**src/rtl/keypad_lock_ctrl.sv**
```systemverilog
// rtl/keypad_lock_ctrl.sv - keypad combination-lock controller with password change (optional lockout: LOCKOUT_EN)
module keypad_lock_ctrl #(
   parameter int PWD_LEN = 4,
   parameter logic [4*PWD_LEN-1:0] DEFAULT_PWD = 16'h1234,
   parameter int OPEN_CYCLES = 1000,
   parameter int IDLE_TIMEOUT = 5000,
   parameter int MAX_FAIL = 3,
   parameter int LOCK_CYCLES = 10000
) (
   input  logic                          clk,
   input  logic                          reset_1,
   input  logic [3:0]                    Code_1,
   input  logic                          Valid_1,
   output logic                          OPEN,
   output logic                          LOCK,
   output logic                          SAVE_LIGHT,
   output logic                          SAVE_DONE,
   output logic                          ERR,
   output logic [$clog2(MAX_FAIL+1)-1:0] FAIL_CNT
);
   localparam int W  = 4*PWD_LEN;
   localparam int CW = $clog2(PWD_LEN+1);
   localparam int FW = $clog2(MAX_FAIL+1);
   localparam int OW = $clog2(OPEN_CYCLES+1);
   localparam int IW = $clog2(IDLE_TIMEOUT+1);
   localparam logic [CW-1:0] FULL      = CW'(PWD_LEN);
   localparam logic [FW-1:0] FAIL_MAX  = FW'(MAX_FAIL);
   localparam logic [OW-1:0] OPEN_LAST = OW'(OPEN_CYCLES-1);
   localparam logic [IW-1:0] IDLE_LAST = IW'(IDLE_TIMEOUT-1);

   typedef enum logic [2:0] {
      S_IDLE, S_ENTRY, S_OPEN, S_SET_NEW, S_SET_CONFIRM, S_LOCKOUT
   } state_t;

   state_t        state, nxt_state;
   logic [W-1:0]  pwd_buf, nxt_buf;
   logic [CW-1:0] buf_cnt, nxt_cnt;
   logic [W-1:0]  stored_pwd, nxt_stored;
   logic [W-1:0]  new_pwd, nxt_new;
   logic [OW-1:0] open_tmr, nxt_open_tmr;
   logic [IW-1:0] idle_tmr, nxt_idle_tmr;
   logic [FW-1:0] fail_cnt, nxt_fail, fail_inc;
   logic          nxt_done, nxt_err, nxt_open, nxt_light;
   logic          is_digit, is_star, is_hash, is_full, timeout;
   logic [W-1:0]  shifted;
   logic [CW-1:0] cnt_inc;

`ifdef LOCKOUT_EN
   localparam int LW = $clog2(LOCK_CYCLES+1);
   localparam logic [LW-1:0] LOCK_LAST = LW'(LOCK_CYCLES-1);
   logic [LW-1:0] lock_tmr, nxt_lock_tmr;
`else
   logic unused_lock_cfg;
   assign unused_lock_cfg = ^LOCK_CYCLES;
`endif

   // Key decode and entry-buffer helpers shared by all entry-type states
   always_comb begin
      is_digit = Valid_1 && (Code_1 <= 4'd9);
      is_star  = Valid_1 && (Code_1 == 4'hA);
      is_hash  = Valid_1 && (Code_1 == 4'hB);
      shifted  = (pwd_buf << 4) | W'(Code_1);
      cnt_inc  = (buf_cnt == FULL) ? FULL : buf_cnt + CW'(1);
      is_full  = (buf_cnt == FULL);
      fail_inc = (fail_cnt == FAIL_MAX) ? FAIL_MAX : fail_cnt + FW'(1);
      timeout  = ((state == S_ENTRY) || (state == S_SET_NEW) || (state == S_SET_CONFIRM))
                 && !Valid_1 && (idle_tmr == IDLE_LAST);
   end

   // Next-state and next-output logic; every exit to IDLE empties the entry buffer
   always_comb begin
      nxt_state    = state;
      nxt_buf      = pwd_buf;
      nxt_cnt      = buf_cnt;
      nxt_stored   = stored_pwd;
      nxt_new      = new_pwd;
      nxt_open_tmr = open_tmr;
      nxt_idle_tmr = Valid_1 ? '0 : idle_tmr + IW'(1);
      nxt_fail     = fail_cnt;
      nxt_done     = 1'b0;
      nxt_err      = 1'b0;
`ifdef LOCKOUT_EN
      nxt_lock_tmr = lock_tmr;
`endif
      case (state)
         S_IDLE: begin
            if (is_digit) begin
               nxt_buf   = W'(Code_1);
               nxt_cnt   = CW'(1);
               nxt_state = S_ENTRY;
            end
         end
         S_ENTRY, S_SET_NEW, S_SET_CONFIRM: begin
            if (timeout || is_star) begin
               nxt_buf   = '0;
               nxt_cnt   = '0;
               nxt_state = S_IDLE;
            end else if (is_digit) begin
               nxt_buf = shifted;
               nxt_cnt = cnt_inc;
            end else if (is_hash) begin
               nxt_buf   = '0;
               nxt_cnt   = '0;
               nxt_state = S_IDLE;
               if (state == S_ENTRY) begin
                  if (is_full && (pwd_buf == stored_pwd)) begin
                     nxt_state    = S_OPEN;
                     nxt_fail     = '0;
                     nxt_open_tmr = '0;
                  end else begin
                     nxt_err  = 1'b1;
                     nxt_fail = fail_inc;
`ifdef LOCKOUT_EN
                     if (fail_inc == FAIL_MAX) begin
                        nxt_state    = S_LOCKOUT;
                        nxt_lock_tmr = '0;
                     end
`endif
                  end
               end else if (state == S_SET_NEW) begin
                  if (is_full) begin
                     nxt_new   = pwd_buf;
                     nxt_state = S_SET_CONFIRM;
                  end else begin
                     nxt_err = 1'b1;
                  end
               end else begin
                  if (is_full && (pwd_buf == new_pwd)) begin
                     nxt_stored = new_pwd;
                     nxt_done   = 1'b1;
                  end else begin
                     nxt_err = 1'b1;
                  end
               end
            end
         end
         S_OPEN: begin
            if ((open_tmr == OPEN_LAST) || is_hash) begin
               nxt_state = S_IDLE;
            end else if (is_star) begin
               nxt_state = S_SET_NEW;
            end else begin
               nxt_open_tmr = open_tmr + OW'(1);
            end
         end
`ifdef LOCKOUT_EN
         S_LOCKOUT: begin
            if (lock_tmr == LOCK_LAST) begin
               nxt_state = S_IDLE;
               nxt_fail  = '0;
            end else begin
               nxt_lock_tmr = lock_tmr + LW'(1);
            end
         end
`endif
         default: nxt_state = S_IDLE;
      endcase
      nxt_open  = (nxt_state == S_OPEN) || (nxt_state == S_SET_NEW) || (nxt_state == S_SET_CONFIRM);
      nxt_light = (nxt_state == S_SET_NEW) || (nxt_state == S_SET_CONFIRM);
   end

   // State, datapath and registered outputs
   always_ff @(posedge clk or negedge reset_1) begin
      if (!reset_1) begin
         state      <= S_IDLE;
         pwd_buf    <= '0;
         buf_cnt    <= '0;
         stored_pwd <= DEFAULT_PWD;
         new_pwd    <= '0;
         open_tmr   <= '0;
         idle_tmr   <= '0;
         fail_cnt   <= '0;
         OPEN       <= 1'b0;
         LOCK       <= 1'b1;
         SAVE_LIGHT <= 1'b0;
         SAVE_DONE  <= 1'b0;
         ERR        <= 1'b0;
         FAIL_CNT   <= '0;
`ifdef LOCKOUT_EN
         lock_tmr   <= '0;
`endif
      end else begin
         state      <= nxt_state;
         pwd_buf    <= nxt_buf;
         buf_cnt    <= nxt_cnt;
         stored_pwd <= nxt_stored;
         new_pwd    <= nxt_new;
         open_tmr   <= nxt_open_tmr;
         idle_tmr   <= nxt_idle_tmr;
         fail_cnt   <= nxt_fail;
         OPEN       <= nxt_open;
         LOCK       <= ~nxt_open;
         SAVE_LIGHT <= nxt_light;
         SAVE_DONE  <= nxt_done;
         ERR        <= nxt_err;
         FAIL_CNT   <= nxt_fail;
`ifdef LOCKOUT_EN
         lock_tmr   <= nxt_lock_tmr;
`endif
      end
   end

endmodule

```
**config.mk**
```make
export PLATFORM = sky130hd
export DESIGN_NAME = keypad_lock_ctrl
export DESIGN_NICKNAME = d
export VERILOG_FILES = /design/src/rtl/keypad_lock_ctrl.sv
export SDC_FILE = /design/constraint.sdc
export NUM_CORES = 1
export LEC_CHECK = 0
export ABC_AREA = 1
export BUFFER_PORTS_ARGS = -buffer_cell sky130_fd_sc_hd__buf_2
export CELL_PAD_IN_SITES_DETAIL_PLACEMENT = 0
export CELL_PAD_IN_SITES_GLOBAL_PLACEMENT = 1
export CORE_MARGIN = 2
export CORE_UTILIZATION = 50
export CTS_CLUSTER_SIZE = 14
export DETAILED_ROUTE_END_ITERATION = 16
export PLACE_DENSITY = 0.95
export SYNTH_ARGS = -nofsm -noshare
export SYNTH_HDL_FRONTEND = slang
export SYNTH_SLANG_ARGS = --single-unit
```
**constraint.sdc**
```tcl
create_clock -name clk -period 3.15 [get_ports clk]
set_clock_uncertainty 0.2 [all_clocks]
set_input_delay 0.63 -clock clk [delete_from_list [all_inputs] [get_ports clk]]
set_output_delay 0.63 -clock clk [all_outputs]
set_load 0.005 [all_outputs]
```
# --- After elaboration in Yosys (flattened, before gate mapping) ---
# Index checks and enable logic that the tools add are counted.
totals:
  regBits: 84
  latchBits: 0
  ram_bits: 0
  romBits: 0
  inputBits: 7
  output_inout_bits: 7
  word_cells: 121
  n_memories: 0
op_classes:
  add_sub_neg: 4
  multipliers: 0
  div_mod_pow: 0
  magnitude_cmp: 1
  n_eq_ne: 24
  n_shift: 0
  muxes: 49
  bitwise_logic: 6
  n_reduce_logical: 24
op_table:
  columns: ["operator", "n"]
  rows:
  - ["$mux W10", 7]
  - ["$mux W16", 4]
  - ["$mux W3", 14]
  - ["$eq A16 B16 Y1", 2]
  - ["$pmux W16 S2", 1]
  - ["$pmux W10 S2", 1]
  - ["$mux W1", 16]
  - ["$ne A2 B2 Y1 const B", 8]
  - ["$or A16 B4 Y16", 1]
  - ["$reduce_and A7 Y1", 2]
  - ["$add A13 B1 Y13 const B", 1]
  - ["$eq A13 B13 Y1 const B", 1]
  - ["$mux W13", 1]
  - ["$eq A3 B2 Y1 const B", 4]
  - ["$add A10 B1 Y10 const B", 1]
  - ["$eq A10 B10 Y1 const B", 1]
  - ["$eq A3 B3 Y1 const B", 3]
  - ["$pmux W3 S3", 1]
  - ["$eq A4 B4 Y1 const B", 2]
  - ["$reduce_and A8 Y1", 1]
  - ["$logic_and A1 B1 Y1", 7]
  - ["$logic_or A1 B1 Y1", 7]
  - ["$mux W2", 3]
  - ["$pmux W3 S2", 1]
  - ["other kinds (13)", 18]

# --- Longest topological paths before layout ---
# Gate-level depths: netlist (run 1).
logic_depth:
  ltp_word: 12
  depth_mapped: 12

# --- Worst setup path before layout (run 1) ---
# OpenSTA, ideal clock, no wires.
synth_timing:
  path_type: "input port to flip-flop"
  from: "input port Code_1[3]"
  to: "register stored_pwd[10]"
  setup_time_ns: 0.118
  t_arrival_ns: 1.801
  slack_ns: 1.031
  path_stages: 8
  path_buffers: 1
  cell_sequence: "inv_1 nor2_1 nand4_2 nor2_1 nand4_4 buf_6 nand2_1 nand2_1"
synth_via:
  elab_chain_cells: 5
synth_rtl:
  columns: ["item", "line", "rtl"]
  rows:
  - ["from (decl)", "12", "input logic [3:0] Code_1,"]
  - ["parallel branches: the longest is 4 deep, another holds $le A4 B4 Y1", null, null]
  - ["$reduce_and A7 Y1 (no source line) (*)", null, null]
  - ["to (signal assigned)", "186", "stored_pwd <= nxt_stored;"]
  - ["to (decl)", "38", "logic [W-1:0] stored_pwd, nxt_stored;"]
# Every way passes the cells marked *.
# A chain may end at the register's enable or synchronous reset.

# --- Final worst setup path (run 1) ---
layout_timing:
  from: "register state[2]"
  to: "register open_tmr[0]"
layout_via:
  elab_chain_cells: 8
layout_rtl:
  columns: ["item", "line", "rtl"]
  rows:
  - ["from (decl)", "35", "state_t state, nxt_state;"]
  - ["from (signal assigned)", "183", "state <= nxt_state;"]
  - ["$eq A3 B1 Y1 / $eq A3 B2 Y1 (equally long branches)", "66, 85, 105", null]
  - ["$logic_or A1 B1 Y1 (2 in a row)", "66", "timeout = ((state == S_ENTRY) || (state == S_SET_NEW) || (state == S_SET_CONFIRM))"]
  - ["$logic_and A1 B1 Y1 (2 in a row)", "67", "&& !Valid_1 && (idle_tmr == IDLE_LAST);"]
  - ["$logic_or A1 B1 Y1", "94", "if (timeout || is_star) begin"]
  - ["$ne A2 B2 Y1 (no source line)", null, null]
  - ["$reduce_and A8 Y1 (no source line)", null, null]
  - ["to (signal assigned)", "188", "open_tmr <= nxt_open_tmr;"]
  - ["to (decl)", "40", "logic [OW-1:0] open_tmr, nxt_open_tmr;"]
# Several ways; a longest one is shown, not always the timed one.

==> results of run 1 <==
-- worst paths after layout --
kind,startpoint,cells past startpoint,to,slack [ns]
max reg2reg,state[2],7,open_tmr[0],0.43
min reg2reg,idle_tmr[0],1,idle_tmr[0],0.27
min in group clk,idle_tmr[0],1,idle_tmr[0],0.27
max,state[2],7,open_tmr[0],0.43
min,reset_1,1,stored_pwd[0],0.06
max in group asynchronous,reset_1,2,LOCK,2.01
-- sequential cells by signal, indices dropped and copies added, names as in the netlist --
register / cells
new_pwd: 16
pwd_buf: 16
stored_pwd: 16
idle_tmr: 13
open_tmr: 10
buf_cnt: 3
state: 3
fail_cnt: 2
ERR: 1
LOCK: 1
OPEN: 1
SAVE_DONE: 1
SAVE_LIGHT: 1
-- worst reg2reg max path: cells and delay by family (launching register included) --
kind | cells | cell delay [ns]
AND/OR/NAND/NOR | 6 | 1.33
AO/OA/AOI/OAI | 1 | 0.67
flip-flops | 1 | 0.42
-- final cells by class --
| class | count | area (sq um) | area share (%) |
|---|---|---|---|
| tap | 108 | 135.1 | 2.798 |
| timing repair buffer | 20 | 132.6 | 2.746 |
| inverter | 63 | 236.5 | 4.896 |
| clock inverter | 5 | 83.83 | 1.736 |
| sequential | 84 | 2110 | 43.68 |
| multi-input combinational | 410 | 1981 | 41.01 |
| clock buffer | 11 | 151.4 | 3.135 |
-- through the flow --
| stage | util (%) | hold slack (ns) |
|---|---|---|
| 5_1_grt | 55.93 | 0.09121 |
| 4_1_cts | 55.93 | 0.08278 |
| 3_5_place_dp | 53.20 | 0.2502 |
| 6_report | 55.93 | 0.06413 |
| 3_3_place_gp | 53.20 | 0.2476 |
| 2_1_floorplan | - | 0.1344 |
-- kinds of logic (layout without fill, tap and decap cells) --
group | Yosys count | after routing | synth area share [%]
AND/OR/NAND/NOR | 328 | 328 | 32.99
multiplexers | 2 | 2 | 0.5115
buffers and inverters | 78 | 99 | 7.104
AO/OA/AOI/OAI | 60 | 60 | 7.161
flip-flops | 84 | 84 | 47.91
adder cells (fa/ha/maj) | 4 | 4 | 1.137
XOR/XNOR | 16 | 16 | 3.183
-- placed cells by master, fill, tap and decap left out, types with 6 or more instances in the layout --
| master | count |
|---|---|
| a21oi_1 | 14 |
| buf_2 | 12 |
| buf_4 | 7 |
| clkbuf_8 | 11 |
| dfrtp_1 | 78 |
| dfstp_2 | 6 |
| inv_1 | 57 |
| inv_2 | 6 |
| nand2_1 | 183 |
| nand3_1 | 27 |
| nand4_1 | 31 |
| nor2_1 | 55 |
| nor3_1 | 13 |
| o21ai_0 | 36 |
| or2_2 | 7 |
| xnor2_1 | 8 |
| xor2_1 | 8 |
-- where the power goes --
part / leakage (nW) / switching [mW] / internal, mW
Sequential: 1.13 / 0.0967 / 1.18
Clock: 0.112 / 0.387 / 0.491
Combinational: 1.12 / 0.513 / 0.233
Total: 2.36 / 0.997 / 1.90
-- metal layers --
metal,share of wire [%],vias up,global-route usage [%],wire length (microns)
li1,-,1868,-,-
met1,46,1726,28.72,4431
met2,50,52,37.67,4896
met3,3.2,8,4.366,307
met4,0.92,0,4.380,89
met5,0,-,0,0
==> run metrics, run 1 <==
status=finished clean; Num CTS Buffers=9; Max IR drop VDD=0.4170 mV; number of synthesized register bits=84; post_cts resized=0; post-route cell area=just under 5000 sq um; detailed-route via count=between 3,000 and 4,000; Die W=97.84 microns; H-tree levels=3; vias per cell=5.213; Rows=34; Routed WL=9.725 mm; GRT Total Usage=21.81%; post-route antenna net violation count=0; placed insts=around 700; Top-Level Pins=14; minimum clock period=about 2.7 ns; worst endpoint required time=3.18 ns; Power Density=600.3 nW/um^2; Synth area leaders=dfrtp_1, nand2_1, inv_1; Starting Density=about 50%; slowest CP cell=a21oi_1; Buf/Inv on CP=0; Remaining DRCs=0; Slew Limit Fails=0; Area Growth Syn to Fin=9.690%; most frequent cell after synthesis=nand2_1; Yosys top cell area share=between 40% and 50%; max_cap viols=0; maximum clock insertion buffer count=2; die height=97.84 microns; WS Path Type=register to register; crit path cell chain=nor2_1 -> nand2_1 -> nand3b_1 -> a21oi_1 -> nand2_1 -> nand2_1 -> nand2_1; cells after synthesis=approximately 570; initial antenna violation count=0; final hold viol count=0; wire length of the first global-routing pass=17.22 mm; Pwr Total=slightly below 3 mW; crit path max fanout=12; period utilisation layout=86.49%; I/O Buffers=13; placed cell area=4594 sq um; wire per inst=13.87 microns; ANT cells=0; unique cell type count in the Yosys netlist=35; Worst Tran Pin Value=0.8461 ns; FILL cells=830; Setup TNS Final=0 ns; CP max stage delay=0.67 ns; # setup viols final=0; RSZ-0062 raised after global routing=no; headroom to the max-slew limit=43.59%; vias in the first global route=3,690; clk_lat worst skew=between 0.3 and 0.4 ns; largest net degree at the start of global routing=44; Final HPWL DP=6.889 mm; commonest cells in the synthesized netlist=nand2_1, dfrtp_1, inv_1; clk sinks=84; Top cell by count, worst path=nand2_1; YS warnings=0; worst slack, placed=0.3295 ns; DIE AREA=9573 sq um; EDFF count, synth=0; CTS tree=done; FMAX=approximately 370 MHz; hold crit path type=input port to async pin; Synth Flop Type=dfrtp_1; drt first pass iters=4; Root Buffer=clkbuf_8; fin cells=701; static leakage=~2.4 nW; Crit path max-delay family=simple AND/OR/NAND/NOR gates; CTS clk-pin slew, worst paths=0.08 ns; Startpoint Class=register; syn avg cell area=between 7 and 8 sq um; GPL Wtd Cong=just over 0.9; final layout net count=~600; Critical Path Sink Type=register; sequential fraction of the synthesis area=roughly 48%; FFs w/ async S/R, synth=100.0%; DRT iter0 DRCs=149; Core Area=between 8000 and 9000 sq um; Syn Std Cell Area=4403 sq um; area leader, netlist=dfrtp_1; post-CTS setup buffer count=0; number of hold buffers added after cts=0; share of post-route cells with drive strength above 1=10.46%; worst setup margin=~0.43 ns; crit path DAT=2.76 ns; total global routing overflow=0; syn nets=583
No activity file was read; power rests on OpenSTA's default activity.
==> run 2: changes to the inputs <==
--- a/config.mk
+++ b/config.mk
@@ -14,6 +14,7 @@
 export CTS_CLUSTER_SIZE = 14
 export DETAILED_ROUTE_END_ITERATION = 16
 export PLACE_DENSITY = 0.95
+export RECOVER_POWER = 50
 export SYNTH_ARGS = -nofsm -noshare
 export SYNTH_HDL_FRONTEND = slang
 export SYNTH_SLANG_ARGS = --single-unit
==> run metrics, run 2 (synthesis gave the netlist of run 1 again) <==
CTS clk-pin slew, worst paths=0.08 ns; GPL Wtd Cong=between 0.9 and 1; Top cell by count, worst path=nand2_1; Starting Density=around half; post-route antenna net violation count=0; multi-input logic area=1981 sq um; Num CTS Buffers=9; Buf/Inv on CP=0; Final HPWL DP=6.889 mm; number of hold buffers added after cts=0; post-CTS setup buffer count=0; Core Area=8636 sq um; worst hold slack=0.2725 ns; Crit path max-delay family=simple AND/OR/NAND/NOR gates; Power Density=between 600 and 700 nW/um^2; FMAX=367.9 MHz; worst endpoint required time=between 3 and 4 ns; die height=97.84 microns; period utilisation layout=86.28%; Remaining DRCs=0; most common cell after layout, fill and taps aside=nand2_1; Critical Path Sink Type=register; Area Growth Syn to Fin=9.577%; hold crit path type=register to register; commonest cells after routing, fill and taps aside=nand2_1, dfrtp_1, inv_1; share of post-route cells with drive strength above 1=10.12%; static leakage=approximately 2.3 nW; FILL cells=about 830; status=finished with violations; Routed WL=9.728 mm; vias in the first global route=3,690; clk sinks=84; Worst Tran Pin Value=2.314 ns; headroom to the max-slew limit=-54.26%; maximum clock insertion buffer count=2; Max IR drop VDD=0.4168 mV; total global routing overflow=0; R2R setup slack=0.43 ns; Slew Limit Fails=42; max_cap viols=1; wire length of the first global-routing pass=17.22 mm; slowest CP cell=a21oi_1; drt first pass iters=4; CP max stage delay=roughly 0.67 ns; minimum clock period=2.718 ns; final layout net count=599; violated checks=max-capacitance violations, max-slew violations; initial antenna violation count=0; DIE AREA=9573 sq um; Top-Level Pins=14; Die W=97.84 microns; largest net degree at the start of global routing=44; crit path DAT=2.75 ns; crit path cell chain=nor2_1 -> nand2_1 -> nand3b_1 -> a21oi_1 -> nand2_1 -> nand2_1 -> nand2_1; # setup viols final=0; hold endpoint=idle_tmr[0]; reg-to-reg critical path endpoint=open_tmr[0]; vias per cell=5.213; Root Buffer=clkbuf_8; ANT cells=0; Worst Reg-to-Reg Cells=7; CTS tree=done; post_cts resized=0; Startpoint Class=register; Rows=34; DRT iter0 DRCs=~150; RSZ-0062 raised after global routing=no; placed cell area=4594 sq um; wire per inst=13.88 microns; I/O Buffers=13; detailed-route via count=approximately 3,700; worst hold start=idle_tmr[0]; Setup TNS Final=0 ns; Worst Hold Depth=1; WS Path Type=register to register; Reg area=2110 sq um; GRT Total Usage=21.81%; crit path max fanout=12; final hold viol count=0; H-tree levels=3; post-route cell area=4825 sq um; Finished Core Util=55.87%; biggest regs=new_pwd: 16 flops, pwd_buf: 16 flops, stored_pwd: 16 flops; r2r startpoint=state[2]; clk_lat worst skew=0.34 ns
==> run 2: through the flow <==
stage | power, mW | cells | setup WS, ns
2_1_floorplan | 1.803 | 572 | 1.031
3_3_place_gp | 2.022 | 685 | 0.4759
3_5_place_dp | 2.045 | 685 | 0.3295
4_1_cts | 2.930 | 701 | 0.4587
5_1_grt | 3.094 | 701 | 0.2032
6_report | 2.897 | 701 | 0.4321
==> run 2: layout make-up <==
cell class | count | share of cell area, %
inverters | 63 | 4.901
repair buffers | 20 | 2.645
multi-input cells | 410 | 41.05
clock inverters | 5 | 1.738
clock buffers | 11 | 3.138
flip-flops and latches | 84 | 43.72
well taps | 108 | 2.801
==> run 2: report_power, final <==
group	internal, mW	switching, mW
registers	1.18	0.0967
clock network	0.491	0.386
logic	0.232	0.512
total	1.90	0.995
==> run 2: worst max-delay path by stage <==
stage | start | to | slack [ns] | cells past startpoint
floorplan | Code_1[3] | stored_pwd[10] | 1.03 | 8
global placement | Valid_1 | open_tmr[1] | 0.48 | 9
detailed placement | Valid_1 | open_tmr[0] | 0.33 | 9
CTS | state[2] | open_tmr[0] | 0.46 | 7
global route | reset_1 | open_tmr[7] | 0.20 | 1
finish | state[2] | open_tmr[0] | 0.43 | 7
==> run 2: metal layers <==
layer	wire length [microns]	global-route usage, %	vias up
li1	-	-	1868
met1	4413	28.72	1733
met2	4911	37.67	45
met3	313	4.366	8
met4	89	4.380	0
met5	0	0	-
==> run 3: changes to the inputs <==
--- a/config.mk
+++ b/config.mk
@@ -5,16 +5,16 @@
 export SDC_FILE = /design/constraint.sdc
 export NUM_CORES = 1
 export LEC_CHECK = 0
-export ABC_AREA = 1
 export BUFFER_PORTS_ARGS = -buffer_cell sky130_fd_sc_hd__buf_2
 export CELL_PAD_IN_SITES_DETAIL_PLACEMENT = 0
 export CELL_PAD_IN_SITES_GLOBAL_PLACEMENT = 1
 export CORE_MARGIN = 2
-export CORE_UTILIZATION = 50
+export CORE_UTILIZATION = 54
 export CTS_CLUSTER_SIZE = 14
 export DETAILED_ROUTE_END_ITERATION = 16
-export PLACE_DENSITY = 0.95
+export PLACE_DENSITY = 0.94
 export RECOVER_POWER = 50
+export SETUP_SLACK_MARGIN = 0.02
 export SYNTH_ARGS = -nofsm -noshare
 export SYNTH_HDL_FRONTEND = slang
 export SYNTH_SLANG_ARGS = --single-unit
==> run metrics, run 3 <==
detailed-route via count=2,647; ANT cells=0; sequential fraction of the synthesis area=between 50% and 60%; cells after synthesis=roughly 350; wire length of the first global-routing pass=12.69 mm; Synth Flop Type=dfrtp_1; FFs w/ async S/R, synth=100.0%; DRT iter0 DRCs=142; total global routing overflow=0; Max IR drop VDD=0.2427 mV; FILL cells=593; vias in the first global route=about 2,600; minimum clock period=~2.5 ns; CTS tree=done; static leakage=2.134 nW; Critical Path Sink Type=register; EDFF count, synth=0; Worst Tran Pin Value=2.145 ns; most frequent cell after synthesis=dfrtp_1; GPL Wtd Cong=~0.85; Num CTS Buffers=9; Starting Density=between 50 and 60%; crit path DAT=between 2 and 3 ns; status=finished with violations; die height=about 90 microns; Worst Reg-to-Reg Cells=6; Pwr Total=about 2.2 mW; post-route antenna net violation count=0; Crit path max-delay family=simple AND/OR/NAND/NOR gates; final layout net count=382; Routed WL=between 7 and 8 mm; Die W=89.88 microns; number of hold buffers added after cts=0; violated checks=max-capacitance violations, max-slew violations; worst slack, placed=0.4670 ns; largest net degree at the start of global routing=47; Crit path depth=6; commonest cells in the synthesized netlist=dfrtp_1, nor2_1, mux2_2; wire per inst=around 16 microns; GRT Total Usage=19.59%; Setup crit start=state[1]; Rows=31; drt first pass iters=4; crit path cell chain=nor3b_1 -> o22ai_1 -> or2_2 -> nor2_1 -> buf_4 -> a22o_1; WS Path Type=register to register; number of synthesized register bits=84; I/O Buffers=13; initial antenna violation count=0; worst hold start=idle_tmr[0]; max_cap viols=1; slowest CP cell=dfrtp_1; vias per cell=between 5 and 6; FMAX=~390 MHz; most common cell after layout, fill and taps aside=dfrtp_1; # setup viols final=0; hold crit path type=register to register; Power Density=503.5 nW/um^2; worst setup margin=0.6064 ns; Startpoint Class=register; Reg area=2110 sq um; unique cell type count in the Yosys netlist=48; DIE AREA=8078 sq um; Remaining DRCs=0; Slew Limit Fails=39; period utilisation layout=80.75%; Top-Level Pins=14; CP max stage delay=about 0.53 ns; maximum clock insertion buffer count=2; share of post-route cells with drive strength above 1=20.80%; clk sinks=84; Setup TNS Final=0 ns; H-tree levels=3; Finished Core Util=60.61%; post-CTS setup buffer count=0; Syn Std Cell Area=3983 sq um; r2r startpoint=state[1]; post_cts resized=0; crit path max fanout=13; Yosys top cell area share=approximately half; Final HPWL DP=5.038 mm; syn avg cell area=11.41 sq um; CTS clk-pin slew, worst paths=0.08 ns; area leader, netlist=dfrtp_1; Worst Hold Depth=1; biggest regs=new_pwd: 16 flops, pwd_buf: 16 flops, stored_pwd: 16 flops; multi-input logic area=1795 sq um; final hold viol count=0; commonest cells after routing, fill and taps aside=dfrtp_1, nor2_1, mux2_2; Core Area=between 7000 and 8000 sq um; syn nets=360; RSZ-0062 raised after global routing=no; headroom to the max-slew limit=-43.02%; YS warnings=0; worst endpoint required time=between 3 and 4 ns; Area Growth Syn to Fin=9.802%; Root Buffer=clkbuf_8; Buf/Inv on CP=1; Synth area leaders=dfrtp_1, mux2_2, xor2_1; clk_lat worst skew=0.35 ns
## run 3: changes by cell type after synthesis, moves of 6 or more
| cell | previous run | this run |
|---|---|---|
| inv_2 | 6 | 0 |
| nor4_1 | 0 | 7 |
| nor2_1 | 55 | 33 |
| a22o_1 | 0 | 15 |
| a21oi_1 | 14 | 6 |
| mux2_2 | 2 | 32 |
| o21ai_0 | 36 | 12 |
| xor2_1 | 8 | 31 |
| nand2_1 | 183 | 25 |
| xnor2_1 | 8 | 18 |
| nor3_1 | 13 | 6 |
| inv_1 | 57 | 7 |
| nand4_1 | 31 | 11 |
| nand3_1 | 27 | 8 |
## run 3: cells by family (layout without fill, tap and decap cells)
kind of cell | after synthesis | in the layout | share of synthesized area, %
DFF | 84 | 84 | 52.97
xor gates and xnor gates | 49 | 49 | 10.78
adders and majority gates | 4 | 4 | 1.257
muxes | 33 | 33 | 9.425
and+or+nand+nor | 118 | 118 | 15.46
buffers and inverters | 16 | 42 | 1.948
AOI/OAI and AO/OA | 45 | 45 | 8.169
## run 3: worst paths after layout
path	slack [ns]	end
worst max-delay path	0.61	pwd_buf[7]
worst min-delay path	0.26	idle_tmr[0]
worst max register to register	0.61	pwd_buf[7]
worst min register to register	0.26	idle_tmr[0]
max in group asynchronous	0.82	pwd_buf[0]
min in group asynchronous	0.70	stored_pwd[10]
## run 3: area by class of cell
cell class | count | share of cell area [%]
flip-flops and latches | 84 | 48.24
multi-input cells | 249 | 41.06
clock buffers | 13 | 3.634
repair buffers | 20 | 2.833
well taps | 99 | 2.833
clock inverters | 2 | 0.8011
inverters | 7 | 0.6009
## run 3: per-layer routing
metal / track usage [%] / vias up / wire [microns]
met1: 27.89 / 1313 / 3658
met4: 9.872 / 0 / 153
met3: 3.101 / 13 / 230
li1: - / 1274 / -
met5: 0 / - / 0
met2: 29.42 / 47 / 3354
## run 3: worst reg2reg max path, stage by stage (launching register included)
cell and delay, ns:
dfrtp_1 0.53, nor3b_1 0.37, o22ai_1 0.16, or2_2 0.37, nor2_1 0.46, buf_4 0.26
a22o_1 0.13
## run 3: report_power, final
| part | total [mW] | internal (mW) | switching, mW |
|---|---|---|---|
| clock network | 0.762 | 0.405 | 0.356 |
| logic | 0.254 | 0.105 | 0.149 |
| registers | 1.19 | 1.12 | 0.0645 |
| total | 2.20 | 1.63 | 0.570 |
## run 3: stage by stage
stage               hold WS (ns)  std cells  area, sq um
CTS                      0.05667        474         4382
finish                    0.2602        474         4373
detailed placement        0.2532        459         4188
floorplan                 0.1344        349         3983
global route              0.2839        474         4373
global placement          0.2366        459         4188
